### src/rtl/key_filter_if.sv
// ---------------------------------------------------------------------------
// key_filter_if
//   Groups the push-button pin and the debounced event/level outputs of
//   key_filter into one bundle.
//
//   Signals:
//     key_in      raw button level, asynchronous, 0 = pressed
//     key_flag    one-cycle pulse on a debounced press
//     key_release one-cycle pulse on a debounced release
//     key_state   debounced level, 1 = held
//     led_out     LED drive, active-low (0 = lit)
//
//   Modports:
//     master  drives key_in, observes the filter results (board / testbench)
//     slave   the filter itself
// ---------------------------------------------------------------------------
interface key_filter_if;
  logic key_in;
  logic key_flag;
  logic key_release;
  logic key_state;
  logic led_out;

  modport master (
    output key_in,
    input  key_flag,
    input  key_release,
    input  key_state,
    input  led_out
  );

  modport slave (
    input  key_in,
    output key_flag,
    output key_release,
    output key_state,
    output led_out
  );
endinterface

### src/rtl/key_filter.sv
// ---------------------------------------------------------------------------
// key_filter
//   Debounces the active-low board push-button. The raw pin is synchronised,
//   then a four-state filter requires the synchronised level to hold for a
//   full window of CNT_MAX+2 consecutive samples before it is accepted as a
//   press or a release. Accepted transitions produce registered one-cycle
//   pulses plus a debounced level, and the board LED is driven from the
//   debounced result.
//
//   Parameters:
//     CNT_MAX    debounce window minus one, in sys_clk cycles (>= 1)
//
//   Ports:
//     sys_clk    system clock, rising edge
//     sys_rst_n  asynchronous active-low reset
//     kf         key_filter_if.slave: key_in in; key_flag, key_release,
//                key_state, led_out out (all outputs registered)
//
//   Build option:
//     KEY_FILTER_LED_TOGGLE_EN  defined: each debounced press toggles led_out.
//                               undefined: led_out is lit while the key is held.
// ---------------------------------------------------------------------------
module key_filter #(
  parameter int CNT_MAX = 999_999
) (
  input  logic        sys_clk,
  input  logic        sys_rst_n,
  key_filter_if.slave kf
);

  localparam int CNT_W = (CNT_MAX < 1) ? 1 : $clog2(CNT_MAX + 1);
  localparam logic [CNT_W-1:0] CNT_LAST = CNT_W'(CNT_MAX);

  typedef enum logic [1:0] {
    IDLE,
    PRESS_FILTER,
    DOWN,
    RELEASE_FILTER
  } state_e;

  state_e           state_q, state_d;
  logic [CNT_W-1:0] cnt_q, cnt_d;
  logic             sync1_q, sync2_q;
  logic             key_sync;
  logic             flag_q, flag_d;
  logic             release_q, release_d;
  logic             held_q, held_d;
  logic             led_q, led_d;

  // Two-stage synchroniser; resets to the released (high) level so a reset
  // never looks like a press edge.
  always_ff @(posedge sys_clk or negedge sys_rst_n) begin
    if (!sys_rst_n) begin
      sync1_q <= 1'b1;
      sync2_q <= 1'b1;
    end else begin
      sync1_q <= kf.key_in;
      sync2_q <= sync1_q;
    end
  end

  assign key_sync = sync2_q;

  // State, counter and registered outputs.
  always_ff @(posedge sys_clk or negedge sys_rst_n) begin
    if (!sys_rst_n) begin
      state_q   <= IDLE;
      cnt_q     <= '0;
      flag_q    <= 1'b0;
      release_q <= 1'b0;
      held_q    <= 1'b0;
      led_q     <= 1'b1;
    end else begin
      state_q   <= state_d;
      cnt_q     <= cnt_d;
      flag_q    <= flag_d;
      release_q <= release_d;
      held_q    <= held_d;
      led_q     <= led_d;
    end
  end

  // Next state. Any disagreement during a filter state restarts from the
  // stable state, so every bounce costs a full new window.
  always_comb begin
    state_d = state_q;
    cnt_d   = cnt_q;
    unique case (state_q)
      IDLE: begin
        if (!key_sync) begin
          state_d = PRESS_FILTER;
          cnt_d   = '0;
        end
      end
      PRESS_FILTER: begin
        if (key_sync) begin
          state_d = IDLE;
          cnt_d   = '0;
        end else if (cnt_q == CNT_LAST) begin
          state_d = DOWN;
          cnt_d   = '0;
        end else begin
          cnt_d = cnt_q + CNT_W'(1);
        end
      end
      DOWN: begin
        if (key_sync) begin
          state_d = RELEASE_FILTER;
          cnt_d   = '0;
        end
      end
      RELEASE_FILTER: begin
        if (!key_sync) begin
          state_d = DOWN;
          cnt_d   = '0;
        end else if (cnt_q == CNT_LAST) begin
          state_d = IDLE;
          cnt_d   = '0;
        end else begin
          cnt_d = cnt_q + CNT_W'(1);
        end
      end
      default: begin
        state_d = IDLE;
        cnt_d   = '0;
      end
    endcase
  end

  // Output next values. The pulses are decoded from the completing filter
  // transition, so they land on the same edge as the move to DOWN / IDLE and
  // can never coincide.
  always_comb begin
    flag_d    = (state_q == PRESS_FILTER)   && !key_sync && (cnt_q == CNT_LAST);
    release_d = (state_q == RELEASE_FILTER) &&  key_sync && (cnt_q == CNT_LAST);
    held_d    = held_q;
    if (flag_d) begin
      held_d = 1'b1;
    end else if (release_d) begin
      held_d = 1'b0;
    end
`ifdef KEY_FILTER_LED_TOGGLE_EN
    led_d = flag_d ? ~led_q : led_q;
`else
    led_d = ~held_d;
`endif
  end

  assign kf.key_flag    = flag_q;
  assign kf.key_release = release_q;
  assign kf.key_state   = held_q;
  assign kf.led_out     = led_q;

endmodule

### src/flat_wrapper.sv
// flat-port wrapper written by rule: the top's interface ports become plain ports
module key_filter_flat 
#(
  parameter int CNT_MAX = 999_999
)
  (sys_clk, sys_rst_n, kf_key_in, kf_key_flag, kf_key_release, kf_key_state, kf_led_out);
  key_filter_if kf_i ();
  input  logic sys_clk;
  input  logic sys_rst_n;
  input wire logic [$bits(kf_i.key_in)-1:0] kf_key_in;
  output wire logic [$bits(kf_i.key_flag)-1:0] kf_key_flag;
  output wire logic [$bits(kf_i.key_release)-1:0] kf_key_release;
  output wire logic [$bits(kf_i.key_state)-1:0] kf_key_state;
  output wire logic [$bits(kf_i.led_out)-1:0] kf_led_out;
  assign kf_i.key_in = kf_key_in;
  assign kf_key_flag = kf_i.key_flag;
  assign kf_key_release = kf_i.key_release;
  assign kf_key_state = kf_i.key_state;
  assign kf_led_out = kf_i.led_out;
  key_filter #(.CNT_MAX(CNT_MAX)) u_core (.sys_clk(sys_clk), .sys_rst_n(sys_rst_n), .kf(kf_i));
endmodule
### config.mk
export PLATFORM = sky130hd
export DESIGN_NAME = key_filter_flat
export DESIGN_NICKNAME = d
export VERILOG_FILES = /design/src/rtl/key_filter_if.sv /design/src/rtl/key_filter.sv /design/src/flat_wrapper.sv
export SDC_FILE = /design/constraint.sdc
export NUM_CORES = 1
export LEC_CHECK = 0
export CORE_MARGIN = 1.5
export CORE_UTILIZATION = 58
export CTS_CLUSTER_DIAMETER = 30
export DETAILED_ROUTE_END_ITERATION = 10
export PLACE_DENSITY = 0.77
export REMOVE_ABC_BUFFERS = 1
export SYNTH_ARGS = -nofsm -noshare
export SYNTH_HDL_FRONTEND = slang
export SYNTH_SLANG_ARGS = --single-unit
### constraint.sdc
create_clock -name sys_clk -period 2.6 [get_ports sys_clk]
set_input_delay 0.65 -clock sys_clk [delete_from_list [all_inputs] [get_ports sys_clk]]
set_output_delay 0.65 -clock sys_clk [all_outputs]
set_load 0.01 [all_outputs]
After elaboration in Yosys (flattened, before gate mapping)
Index checks and enable logic that the tools add are counted.
{ "totals": {"register_bits": 28, "out_inout_bits": 4, "wordCells": 41, "inputBits": 3} }
{ "classes": {"n_eq_ne": 8, "add_sub_neg": 1, "bitwise_logic": 1, "mux": 15, "n_reduce_logical": 8} }
{ "ops": {"columns": ["cell", "n"], "rows": [
  ["20-bit two-way mux", 5],
  ["20-bit case mux with 4 select lines", 1],
  ["20-bit by 1-bit adder with 20-bit output, second input constant", 1],
  ["20-bit equality test, second input constant", 1],
  ["2-bit two-way mux", 6],
  ["2-bit case mux with 4 select lines", 1],
  ["2-bit equality test, second input constant", 2],
  ["1-bit logical AND", 4],
  ["4-bit AND reduction", 1],
  ["3-bit by 1-bit != test with 1-bit output, second input constant", 1],
  ["3-bit != test, second input constant", 1],
  ["2-bit by 1-bit equality test with 1-bit output, second input constant", 1],
  ["2-bit logical NOT", 1],
  ["1-bit two-way mux", 2],
  ["2-bit by 1-bit != test with 1-bit output, second input constant", 1],
  ["2-bit != test, second input constant", 1],
  ["2-bit AND reduction", 1],
  ["1-bit logical NOT", 1],
  ["1-bit NOT", 1]
]} }

Longest topological paths before layout
Gate-level depths: netlist of the first run.
{ "logic_depth": {"ltp_word": 6, "mapped_depth": 7, "depth_no_buf": 6} }

Worst setup path after synthesis of the first run
OpenSTA, ideal clock, no wires.
{ "synth_path": {"path_kind": "flip-flop to flip-flop", "start": "register u_core.cnt_q[6]", "end": "register u_core.held_q (netlist: u_core.kf.key_state)", "setup_time_ps": 124, "slack_ps": 739, "arrival_time_ps": 1736, "required_ps": 2476, "synth_period_minus_slack_ps": 1861, "path_stages_with_launch": 7, "n_path_buf": 1, "path_cell_list": "dfrtp_1 -> buf_6 -> or4b_4 -> nor4b_2 -> nand4_1 -> mux2i_1 -> or2_1"} }
{ "synth_via": {"elab_chain_len": 4, "word_cells_on_any_way": 5, "cone_classes": "1 x eq/ne; 2 x mux; 2 x reduce/logical"} }
{ "synth_rtl": {"columns": ["element", "line_no", "rtl"], "rows": [
  ["start, declared", "key_filter.sv:42", "logic [CNT_W-1:0] cnt_q, cnt_d;"],
  ["start signal, assigned", "key_filter.sv:75", "cnt_q <= cnt_d;"],
  ["20-bit equality test (*)", "key_filter.sv:134, key_filter.sv:135", null],
  ["1-bit logical AND", "key_filter.sv:135", "release_d = (state_q == RELEASE_FILTER) && key_sync && (cnt_q == CNT_LAST);"],
  ["1-bit two-way mux", "key_filter.sv:139", "end else if (release_d) begin"],
  ["1-bit two-way mux (*)", "key_filter.sv:137", "if (flag_d) begin"],
  ["net u_core.held_d", "key_filter.sv:47", "logic held_q, held_d;"],
  ["end signal, assigned", "key_filter.sv:78", "held_q <= held_d;"],
  ["end, declared", "key_filter.sv:47", null]
]} }
The timed path passes the listed nets; every way through them passes the cells marked *.
A chain may end at the register's enable or synchronous reset.

Worst setup path after layout of the first run
{ "layout_path": {"start": "register u_core.cnt_q[0]", "end": "register u_core.cnt_q[11]"} }
{ "layout_via": {"elab_chain_len": 4, "word_cells_on_any_way": 6, "cone_classes": "1 x add/sub; 1 x eq/ne; 4 x mux"} }
{ "layout_rtl": {"columns": ["element", "line_no", "rtl"], "rows": [
  ["20-bit by 1-bit adder with 20-bit output or 20-bit equality test (tied branches)", null, null],
  ["20-bit two-way mux (*)", "key_filter.sv:99, key_filter.sv:116", null],
  ["20-bit two-way mux (on tied branches)", "key_filter.sv:113, key_filter.sv:96", null],
  ["20-bit case mux with 4 select lines (*)", "key_filter.sv:88", "unique case (state_q)"]
]} }
Every way passes the cells marked *; elsewhere a longest branch is shown, timed or not.

==> results_tabular.tex, run 1 <==
\begin{tabular}{lr}
\hline
Metric & Value \\
\hline
\multicolumn{2}{l}{\textbf{STA}} \\
Final clock skew & approximately 13 ps \\
Highest clock frequency the design can meet & roughly 460 MHz \\
Unrepaired setup endpoints after global routing & false \\
Worst rel slew slack & 0.6321 \\
Actual transition at the worst max-transition pin & roughly 550 ps \\
Setup TNS & 0 ps \\
Number of pins with negative max-slew slack in the final report & 0 \\
Count of endpoints failing setup in the final report & 0 \\
Fin worst setup slack & about 410 ps \\
Share of the cycle needed by the critical path after routing & 0.8410 \\
Final Critical Period & 2187 ps \\
Final count of hold timing violations & 0 \\
\multicolumn{2}{l}{\textbf{Routing}} \\
Antenna viol nets, final & 0 \\
Pre-Repair DR Iteration Count & 4 \\
DRC violation count after routing & 0 \\
Drt wl/cell & 15.56 um \\
Detailed-route wire length & about 3 mm \\
Via density per instance & between 6 and 7 \\
Number of violations reported at the end of detailed-routing iteration 0 & 37 \\
Count of vias placed by the detailed router & 1266 \\
\multicolumn{2}{l}{\textbf{Power}} \\
Pwr Total & 1.112 mW \\
Power density normalized to cell area & roughly 700 nW/um\^{}2 \\
Peak supply drop & roughly 0.76 mV \\
Lkg Pwr & between 0.6 and 0.7 nW \\
\multicolumn{2}{l}{\textbf{Setup path}} \\
Arrival time reported for the critical path endpoint & between 2000 and 2500 ps \\
Critical Path End Type & register \\
Capture instance of the worst register-to-register path & u\_core.cnt\_q[11] \\
Worst-path maximum fanout & 7 \\
CP cell instances & ha\_1, nand2\_1, or2\_1, o31ai\_2, buf\_4, o21ai\_1, a21o\_1 \\
Buffers plus inverters on the worst setup path & 1 \\
Setup slack, reg-to-reg & just over 400 ps \\
Data required time of the critical path & 2850 ps \\
Worst reg-to-reg path cell count & 7 \\
Worst Path Class, Setup & register to register \\
Critical path's top delay family & compound AO/OA/AOI/OAI gates \\
Nature of the critical path startpoint & register \\
Delay of the slowest critical-path stage & about 520 ps \\
Cell at the slowest stage of the critical path & o31ai\_2 \\
Critical R2R Launch & u\_core.cnt\_q[0] \\
\multicolumn{2}{l}{\textbf{Yosys}} \\
Synth Register Bits & 28 \\
Share of synthesized flip-flops with an asynchronous set or reset & 1.000 \\
Yosys cell types & between 40 and 50 \\
Cells after Synth & between 150 and 200 \\
Predominant post-synthesis flop cell & dfrtp\_1 \\
Largest cells by area after synthesis & dfrtp\_1 (42\%), dfstp\_2 (5.3\%), nand2\_1 (4.6\%) \\
Synth warnings & 0 \\
Register area share after synthesis & 0.4755 \\
Average instance area after synthesis & a little over 9 um\^{}2 \\
Mapped cell area & approximately 1500 um\^{}2 \\
Biggest area consumer among synthesized cells & dfrtp\_1 \\
Post-synth EDFFs & 0 \\
Area share of the largest cell type after synthesis & 0.4223 \\
\multicolumn{2}{l}{\textbf{Clock tree}} \\
Clock sink count & 28 \\
Root cell of the clock tree & clkbuf\_4 \\
Worst-Skew Late Latency & around 330 ps \\
Clock slew seen by the registers of the worst setup and hold paths & 150 ps \\
Number of setup buffers added after CTS & 0 \\
CTS buffer count & 3 \\
Hold-fix buffers, CTS & 0 \\
TritonCTS clock tree & built \\
CTS H-tree lvls & 1 \\
Maximum clock insertion buffer count & 2 \\
Cts repair resizes & 0 \\
\multicolumn{2}{l}{\textbf{Die}} \\
Die Outline Area & between 2000 and 3000 um\^{}2 \\
Die Ht & around 54 um \\
DIE WIDTH & roughly 54 um \\
Boundary pin count & 7 \\
Initial Utilization & 0.6035 \\
Row Count & 18 \\
CORE AREA & roughly 2500 um\^{}2 \\
\multicolumn{2}{l}{\textbf{Min path}} \\
HP Class & register to register \\
Hold\_sp & u\_core.sync1\_q \\
End of the worst hold path & u\_core.key\_sync \\
Worst hold path stage count & 0 \\
\multicolumn{2}{l}{\textbf{Status}} \\
Status & finished clean \\
\multicolumn{2}{l}{\textbf{GRT}} \\
Maximum number of pins on one net before global-route repair & 29 \\
Total GRT Usage & 0.2586 \\
Number of antenna violations at the first check in global routing & 0 \\
Via count of the first global-routing pass & 1205 \\
Remaining global-route overflow & 0 \\
Global-route wire length before repair & approximately 5.4 mm \\
\multicolumn{2}{l}{\textbf{Cells and area}} \\
Filler cell count in the final layout & just over 200 \\
Total Nets Final & between 150 and 200 \\
Final standard cell count with taps included and fillers excluded & between 150 and 200 \\
Share of layout cells above drive strength 1 & 0.08982 \\
Finished Cell Area & between 1500 and 2000 um\^{}2 \\
Area growth from synthesis to layout & 8.277\% \\
Ant. Diodes & 0 \\
\multicolumn{2}{l}{\textbf{Placed design}} \\
Final HPWL from detailed placement & 2.172 mm \\
Port Buf Inserts & 6 \\
Cell Count Post-Placement & 193 \\
Pre-CTS setup slack & slightly below 500 ps \\
Global placement routability congestion & $\sim$0.90 \\
Standard cell area after detailed placement & between 1500 and 2000 um\^{}2 \\
\multicolumn{2}{l}{\textbf{Run}} \\
Maximum Capacitance Violations & 0 \\
\hline
\end{tabular}
## flip-flops by register name, summed over array words and instances (netlist names), named ones only
signal                 count
u_core.cnt_q              20
u_core.key_sync            1
u_core.kf.key_flag         1
u_core.kf.key_release      1
u_core.kf.key_state        1
u_core.kf.led_out          1
u_core.state_q             1
u_core.sync1_q             1
## through the flow
| stage | utilization | hold slack [ps] |
|---|---|---|
| 6_report | 0.6534 | 372.5 |
| 5_1_grt | 0.6534 | 375.9 |
| 4_1_cts | 0.6534 | 375.8 |
| 3_5_place_dp | 0.6386 | 355.8 |
| 3_3_place_gp | 0.6386 | 350.1 |
| 2_1_floorplan | - | 345.2 |
## routing by layer
layer	share of wire	track usage	wire [um]
met5	0	0	0
met1	0.45	0.3436	1380
met4	0.011	0.09829	34
met3	0.059	0.04444	182
met2	0.48	0.4239	1469
## layout make-up
cell class                 instances  area [um^2]  area share
clock buffer                       4        36.28     0.02262
inverter                           3        11.26    0.007020
multi-input combinational        123        732.0      0.4563
sequential                        28        704.4      0.4392
tap                               30        37.54     0.02340
timing repair buffer               9        82.58     0.05148
## synthesized netlist by cell type (2+ instances only)
master and n:
dfrtp_1 25, nand2_1 18, a21oi_1 12, nand3_1 12, nor2_1 11, o21ai_1 8
a21o_1 7, nand4_1 7, nor3_1 5, nor4_1 5, or3_1 4, and3_1 3
buf_2 3, dfstp_2 3, inv_1 3, mux2i_1 3, o31ai_1 3, a31oi_1 2
clkbuf_1 2, or2_1 2
## cells in the final DEF (no fill, tap or decap), types with 2 or more instances in the layout
cell type,n
nor3_1,5
nand2_1,18
mux2i_1,3
nor4_1,5
nand4_1,7
dfstp_2,3
clkdlybuf4s50_1,6
clkbuf_4,3
o21ai_1,8
or3_1,4
nand3_1,12
nor2_1,11
or2_1,2
and3_1,3
o31ai_1,3
a31oi_1,2
inv_1,3
buf_4,3
a21oi_1,12
dfrtp_1,25
a21o_1,7
## worst max-delay path by stage
stage                           startpoint          endpoint  slack [ps]  cells after the start
after global placement     u_core.cnt_q[0]   u_core.cnt_q[7]         570                      7
after detailed placement   u_core.cnt_q[0]  u_core.cnt_q[11]         490                      7
after global routing      u_core.cnt_q[13]  u_core.cnt_q[11]         250                      6
final                      u_core.cnt_q[0]  u_core.cnt_q[11]         410                      7
after CTS                  u_core.cnt_q[0]  u_core.cnt_q[11]         460                      7
after floorplan            u_core.cnt_q[0]  u_core.cnt_q[11]         660                      6
## power breakdown
group / total, mW / leakage [nW] / internal (mW) / switching, mW
logic: 0.383 / 0.295 / 0.135 / 0.248
clock network: 0.211 / 0.0210 / 0.0858 / 0.125
registers: 0.518 / 0.376 / 0.470 / 0.0480
total: 1.11 / 0.692 / 0.691 / 0.421
## worst reg2reg max path, cell delays in order, from the launching register on
cell and delay [ps]:
dfrtp_1 440, ha_1 230, nand2_1 110, or2_1 300, o31ai_2 520, buf_4 250
o21ai_1 80, a21o_1 180
## cell families after synthesis
group | count (synthesis) | synth area share
buffers and inverters | 9 | 0.03040
AO/OA/AOI/OAI | 39 | 0.1681
flip-flops | 28 | 0.4755
XOR/XNOR | 1 | 0.005913
AND/OR/NAND/NOR | 79 | 0.2914
multiplexers | 3 | 0.02027
adder cells (fa/ha/maj) | 1 | 0.008445
(Power assumes the default switching activity.)
==> run 2, diff against run 1 <==
==> constraint.sdc (replaced) <==
create_clock -name sys_clk -period 2.2 [get_ports sys_clk]
set_input_delay 0.55 -clock sys_clk [delete_from_list [all_inputs] [get_ports sys_clk]]
set_output_delay 0.55 -clock sys_clk [all_outputs]
set_load 0.01 [all_outputs]
==> results_tabular.tex, run 2 (same netlist as run 1, synthesis figures left out) <==
\begin{tabular}{lr}
\hline
Metric & Value \\
\hline
\multicolumn{2}{l}{\textbf{Status}} \\
Status & finished clean \\
\multicolumn{2}{l}{\textbf{Cells and area}} \\
Area of all sequential standard cells & 704.4 um\^{}2 (unchanged) \\
Area taken by multi-input logic gates & 732.0 um\^{}2 (unchanged) \\
Area growth from synthesis to layout & 11.32\% \\
Utilization of the core after routing & 0.6718 (+0.01835) \\
Ant. Diodes & 0 (unchanged) \\
Max reg flops & 20 (unchanged) \\
Total Nets Final & 178 (+3.5\%) \\
Reg with most FFs & u\_core.cnt\_q \\
Filler cell count in the final layout & 202 (-1.9\%) \\
Highest-count cells in the layout ignoring fill and taps & dfrtp\_1 (25), nand2\_1 (18), nand3\_1 (12), a21oi\_1 (12), nor2\_1 (11) \\
Finished Cell Area & 1649 um\^{}2 (+2.8\%) \\
Leading cell type in the layout, fill and taps excluded & dfrtp\_1 \\
Share of layout cells above drive strength 1 & 0.1214 (+0.03157) \\
\multicolumn{2}{l}{\textbf{Routing}} \\
Detailed-route wire length & 3.099 mm (+1.1\%) \\
Pre-Repair DR Iteration Count & 4 (unchanged) \\
Drt wl/cell & 15.27 um (-1.9\%) \\
Antenna viol nets, final & 0 (unchanged) \\
Count of vias placed by the detailed router & 1289 (+1.8\%) \\
DRC violation count after routing & 0 (unchanged) \\
Via density per instance & 6.350 (-1.2\%) \\
Number of violations reported at the end of detailed-routing iteration 0 & 36 (-2.7\%) \\
\multicolumn{2}{l}{\textbf{STA}} \\
Worst rel slew slack & 0.2934 (-0.3386) \\
Unrepaired setup endpoints after global routing & false \\
Number of pins with negative max-slew slack in the final report & 0 (unchanged) \\
Share of the cycle needed by the critical path after routing & 0.9223 (+0.08130) \\
Final Critical Period & 2029 ps (-157.5 ps) \\
Highest clock frequency the design can meet & 492.8 MHz (+7.8\%) \\
Final clock skew & 15.40 ps (+1.954 ps) \\
Fin worst setup slack & 170.9 ps (-242.5 ps) \\
Setup TNS & 0 ps (unchanged) \\
Final Hold Slack & 367.7 ps (-4.830 ps) \\
Count of endpoints failing setup in the final report & 0 (unchanged) \\
Final count of hold timing violations & 0 (unchanged) \\
Actual transition at the worst max-transition pin & 1056 ps (+507.4 ps) \\
\multicolumn{2}{l}{\textbf{GRT}} \\
Via count of the first global-routing pass & 1173 (-2.7\%) \\
GR met1 Demand/Resource & 0.3321 (-0.01152) \\
Remaining global-route overflow & 0 (unchanged) \\
Maximum number of pins on one net before global-route repair & 29 (unchanged) \\
M3 GR Usage & 0.04167 (-0.002778) \\
Global Route met2 Usage & 0.4115 (-0.01235) \\
Total GRT Usage & 0.2494 (-0.009238) \\
Global-route wire length before repair & 5.147 mm (-4.2\%) \\
Number of antenna violations at the first check in global routing & 0 (unchanged) \\
Most congested layer reported by global routing & met2 \\
\multicolumn{2}{l}{\textbf{Setup path}} \\
Cell at the slowest stage of the critical path & or4b\_4 \\
Worst Path Class, Setup & register to register \\
Arrival time reported for the critical path endpoint & 2240 ps (-190 ps) \\
Critical Path End Type & register \\
Critical R2R Launch & u\_core.cnt\_q[13] \\
Worst setup startpoint & u\_core.cnt\_q[13] \\
Data required time of the critical path & 2410 ps (-440 ps) \\
CP cell instances & or4b\_4, nor4b\_2, nand4\_1, mux2i\_1, or2\_1 \\
Worst-path maximum fanout & 7 (unchanged) \\
Delay of the slowest critical-path stage & 560 ps (+40 ps) \\
Nature of the critical path startpoint & register \\
\multicolumn{2}{l}{\textbf{Die}} \\
DIE WIDTH & 53.54 um (unchanged) \\
Boundary pin count & 7 (unchanged) \\
CORE AREA & 2455 um\^{}2 (unchanged) \\
Row Count & 18 (unchanged) \\
Die Ht & 53.54 um (unchanged) \\
Die Outline Area & 2867 um\^{}2 (unchanged) \\
Initial Utilization & 0.6035 (unchanged) \\
\multicolumn{2}{l}{\textbf{Power}} \\
Cell-internal power & 0.8279 mW (+20\%) \\
Net Sw Power & 0.5065 mW (+20\%) \\
Power density normalized to cell area & 809.2 nW/um\^{}2 (+17\%) \\
Clock power frac & 0.185 (-0.005) \\
Power share of the combinational group & 0.357 (+0.013) \\
Switching Fraction & 0.3795 (+0.0007126) \\
Peak supply drop & 0.9941 mV (+31\%) \\
Lkg Pwr & 0.7236 nW (+4.6\%) \\
Sequential fraction of design power & 0.458 (-0.008) \\
\multicolumn{2}{l}{\textbf{Clock tree}} \\
TritonCTS clock tree & built \\
Clock sink count & 28 (unchanged) \\
CTS H-tree lvls & 1 (unchanged) \\
Worst-Skew Late Latency & 330 ps (about the same) \\
Maximum clock insertion buffer count & 2 (unchanged) \\
Number of setup buffers added after CTS & 0 (unchanged) \\
Clock slew seen by the registers of the worst setup and hold paths & 150 ps (about the same) \\
Cts repair resizes & 0 (unchanged) \\
CTS buffer count & 3 (unchanged) \\
Hold-fix buffers, CTS & 0 (unchanged) \\
Root cell of the clock tree & clkbuf\_4 \\
\multicolumn{2}{l}{\textbf{Placed design}} \\
Pre-CTS setup slack & 214.7 ps (-272.1 ps) \\
Final HPWL from detailed placement & 2.234 mm (+2.9\%) \\
Port Buf Inserts & 6 (unchanged) \\
Standard cell area after detailed placement & 1613 um\^{}2 (+2.9\%) \\
Global placement routability congestion & 0.9010 (-0.38\%) \\
\multicolumn{2}{l}{\textbf{Min path}} \\
Hold\_sp & u\_core.sync1\_q \\
HP Class & register to register \\
\multicolumn{2}{l}{\textbf{Run}} \\
Maximum Capacitance Violations & 0 (unchanged) \\
\hline
\end{tabular}
[run 2: cell type report]
class / count / share of cell area
inverters: 3 / 0.006829
flip-flops and latches: 28 / 0.4272
repair buffers: 15 / 0.07739
multi-input cells: 123 / 0.4439
clock buffers: 4 / 0.02200
well taps: 30 / 0.02276
[run 2: per-layer routing]
layer | share of wire | vias to the layer above | wire, um
met5 | 0 | - | 0
met4 | 0.015 | 0 | 48
met3 | 0.068 | 6 | 212
met2 | 0.47 | 54 | 1445
met1 | 0.45 | 606 | 1392
li1 | - | 623 | -
[run 2: path summary, 6_finish.rpt]
kind                       slack (ps)  cells past startpoint                  end
max in group asynchronous        1310                      2      u_core.key_sync
hold / removal                    370                      0      u_core.key_sync
min in group asynchronous         570                      2     u_core.cnt_q[19]
setup / recovery                  170                      5  u_core.kf.key_state
setup reg to reg                  170                      5  u_core.kf.key_state
hold reg to reg                   370                      0      u_core.key_sync
[run 2: critical path: cells and delay by family, from the launching register on]
kind	cells	cell delay, ps
flops	1	480
simple gates	4	1260
mux	1	180
[run 2: stage by stage]
step                cells  power, mW
floorplan             154     0.9202
global placement      199      1.072
detailed placement    199      1.087
CTS                   203      1.335
global route          203      1.425
finish                203      1.334
[run 2: power by group through the flow]
stage | logic [mW] | clock network, mW | registers, mW
2_1_floorplan | 0.311 | 0 | 0.609
3_3_place_gp | 0.456 | 0 | 0.616
3_5_place_dp | 0.468 | 0 | 0.619
4_1_cts | 0.471 | 0.255 | 0.609
5_1_grt | 0.533 | 0.270 | 0.623
6_report | 0.477 | 0.246 | 0.611
==> run 3, diff against run 2 <==
--- a/config.mk
+++ b/config.mk
@@ -5,10 +5,12 @@
 export SDC_FILE = /design/constraint.sdc
 export NUM_CORES = 1
 export LEC_CHECK = 0
+export CORE_ASPECT_RATIO = 0.7
 export CORE_MARGIN = 1.5
-export CORE_UTILIZATION = 58
+export CORE_UTILIZATION = 61
 export CTS_CLUSTER_DIAMETER = 30
 export DETAILED_ROUTE_END_ITERATION = 10
+export DONT_BUFFER_PORTS = 1
 export PLACE_DENSITY = 0.77
 export REMOVE_ABC_BUFFERS = 1
 export SYNTH_ARGS = -nofsm -noshare
==> results_tabular.tex, run 3 (same netlist as run 1, synthesis figures left out) <==
\begin{tabular}{lr}
\hline
Metric & Value \\
\hline
\multicolumn{2}{l}{\textbf{Status}} \\
Status & finished clean \\
\multicolumn{2}{l}{\textbf{Clock tree}} \\
TritonCTS clock tree & built \\
CTS buffer count & 3 (unchanged) \\
Cts repair resizes & 0 (unchanged) \\
Worst-Skew Late Latency & 320 ps (about the same) \\
Root cell of the clock tree & clkbuf\_4 \\
Hold-fix buffers, CTS & 1 (+1) \\
Clock sink count & 28 (unchanged) \\
Maximum clock insertion buffer count & 2 (unchanged) \\
CTS H-tree lvls & 1 (unchanged) \\
Clock slew seen by the registers of the worst setup and hold paths & 140 ps (about the same) \\
Number of setup buffers added after CTS & 0 (unchanged) \\
\multicolumn{2}{l}{\textbf{Setup path}} \\
Buffers plus inverters on the worst setup path & 0 (unchanged) \\
Critical Path End Type & register \\
Critical path's top delay family & simple AND/OR/NAND/NOR gates \\
Worst-path maximum fanout & 7 (unchanged) \\
CP cell instances & or4b\_4, nor4b\_2, nand4\_1, mux2i\_1, or2\_1 \\
Worst reg-to-reg path cell count & 5 (unchanged) \\
Setup slack, reg-to-reg & 90 ps (-80 ps) \\
Worst Path Class, Setup & register to register \\
Data required time of the critical path & 2420 ps (about the same) \\
Cell at the slowest stage of the critical path & or4b\_4 \\
Arrival time reported for the critical path endpoint & 2330 ps (+90 ps) \\
Nature of the critical path startpoint & register \\
Critical R2R Launch & u\_core.cnt\_q[13] \\
Delay of the slowest critical-path stage & 560 ps (about the same) \\
Capture instance of the worst register-to-register path & u\_core.kf.key\_state \\
\multicolumn{2}{l}{\textbf{Placed design}} \\
Global placement routability congestion & 0.9187 (+2.0\%) \\
Cell Count Post-Placement & 197 (-1.0\%) \\
Port Buf Inserts & 0 (-6) \\
Pre-CTS setup slack & 152.8 ps (-61.90 ps) \\
Final HPWL from detailed placement & 2.376 mm (+6.4\%) \\
Standard cell area after detailed placement & 1583 um\^{}2 (-1.9\%) \\
\multicolumn{2}{l}{\textbf{Cells and area}} \\
Reg with most FFs & u\_core.cnt\_q \\
Area of all sequential standard cells & 704.4 um\^{}2 (unchanged) \\
Filler cell count in the final layout & 160 (-21\%) \\
Leading cell type in the layout, fill and taps excluded & dfrtp\_1 \\
Ant. Diodes & 0 (unchanged) \\
Highest-count cells in the layout ignoring fill and taps & dfrtp\_1 (25), nand2\_1 (18), nand3\_1 (12), a21oi\_1 (12), nor2\_1 (11) \\
Max reg flops & 20 (unchanged) \\
Share of layout cells above drive strength 1 & 0.1345 (+0.01312) \\
Total Nets Final & 176 (-1.1\%) \\
Area taken by multi-input logic gates & 732.0 um\^{}2 (unchanged) \\
Finished Cell Area & 1639 um\^{}2 (-0.61\%) \\
Utilization of the core after routing & 0.7368 (+0.06502) \\
Final standard cell count with taps included and fillers excluded & 203 (unchanged) \\
Area growth from synthesis to layout & 10.64\% \\
\multicolumn{2}{l}{\textbf{STA}} \\
Unrepaired setup endpoints after global routing & false \\
Final Hold Slack & 45.04 ps (-322.6 ps) \\
Fin worst setup slack & 91.96 ps (-78.98 ps) \\
Final count of hold timing violations & 0 (unchanged) \\
Final clock skew & 3.746 ps (-11.66 ps) \\
Number of pins with negative max-slew slack in the final report & 0 (unchanged) \\
Setup TNS & 0 ps (unchanged) \\
Share of the cycle needed by the critical path after routing & 0.9582 (+0.03590) \\
Worst rel slew slack & 0.4578 (+0.1644) \\
Highest clock frequency the design can meet & 474.4 MHz (-3.7\%) \\
Actual transition at the worst max-transition pin & 810.2 ps (-245.7 ps) \\
Count of endpoints failing setup in the final report & 0 (unchanged) \\
Final Critical Period & 2108 ps (+78.98 ps) \\
\multicolumn{2}{l}{\textbf{Routing}} \\
Antenna viol nets, final & 0 (unchanged) \\
Drt wl/cell & 15.42 um (+1.0\%) \\
Number of violations reported at the end of detailed-routing iteration 0 & 166 (+360\%) \\
DRC violation count after routing & 0 (unchanged) \\
Count of vias placed by the detailed router & 1245 (-3.4\%) \\
Detailed-route wire length & 3.130 mm (+1.0\%) \\
Pre-Repair DR Iteration Count & 4 (unchanged) \\
Via density per instance & 6.133 (-3.4\%) \\
\multicolumn{2}{l}{\textbf{GRT}} \\
Number of antenna violations at the first check in global routing & 0 (unchanged) \\
Maximum number of pins on one net before global-route repair & 26 (-10\%) \\
Most congested layer reported by global routing & met1 \\
Global Route met2 Usage & 0.3705 (-0.04100) \\
Total GRT Usage & 0.2793 (+0.02994) \\
GR met1 Demand/Resource & 0.4243 (+0.09218) \\
M3 GR Usage & 0.09357 (+0.05190) \\
Global-route wire length before repair & 5.423 mm (+5.4\%) \\
Remaining global-route overflow & 0 (unchanged) \\
Via count of the first global-routing pass & 1138 (-3.0\%) \\
\multicolumn{2}{l}{\textbf{Power}} \\
Pwr Total & 1.354 mW (+1.4\%) \\
Lkg Pwr & 0.7213 nW (-0.33\%) \\
Power density normalized to cell area & 825.9 nW/um\^{}2 (+2.1\%) \\
Peak supply drop & 0.5143 mV (-48\%) \\
\multicolumn{2}{l}{\textbf{Die}} \\
Die Ht & 44.23 um (-17\%) \\
DIE WIDTH & 61.90 um (+16\%) \\
Initial Utilization & 0.6659 (+0.06245) \\
Boundary pin count & 7 (unchanged) \\
CORE AREA & 2225 um\^{}2 (-9.4\%) \\
Row Count & 14 (-4) \\
Die Outline Area & 2738 um\^{}2 (-4.5\%) \\
\multicolumn{2}{l}{\textbf{Min path}} \\
HP Class & input pin to async pin \\
\multicolumn{2}{l}{\textbf{Run}} \\
Maximum Capacitance Violations & 0 (unchanged) \\
\hline
\end{tabular}
-- run 3: how the worst max path moves through the flow --
stage                           from                  end  slack, ps  cells past startpoint
floorplan            u_core.cnt_q[0]     u_core.cnt_q[11]        260                      6
global placement    u_core.cnt_q[13]  u_core.kf.key_state        230                      5
detailed placement  u_core.cnt_q[13]  u_core.kf.key_state        150                      5
CTS                 u_core.cnt_q[13]  u_core.kf.key_state        120                      5
global route        u_core.cnt_q[13]  u_core.kf.key_state          6                      5
finish              u_core.cnt_q[13]  u_core.kf.key_state         90                      5
-- run 3: final cells by class --
cell class	count	area share
multi-input cells	123	0.4466
well taps	32	0.02443
flip-flops and latches	28	0.4298
repair buffers	13	0.07634
clock buffers	4	0.01603
inverters	3	0.006870
-- run 3: per-layer routing --
metal,share of wire,up-vias,wire length (um)
met5,0,-,0
met4,0.0086,0,27
met3,0.11,2,344
met2,0.40,52,1237
met1,0.49,571,1519
li1,-,620,-
-- run 3: power by group --
part	switching, mW	total (mW)	internal, mW
sequential	0.0586	0.614	0.556
combinational	0.309	0.526	0.218
clock	0.142	0.213	0.0710
total	0.509	1.35	0.844
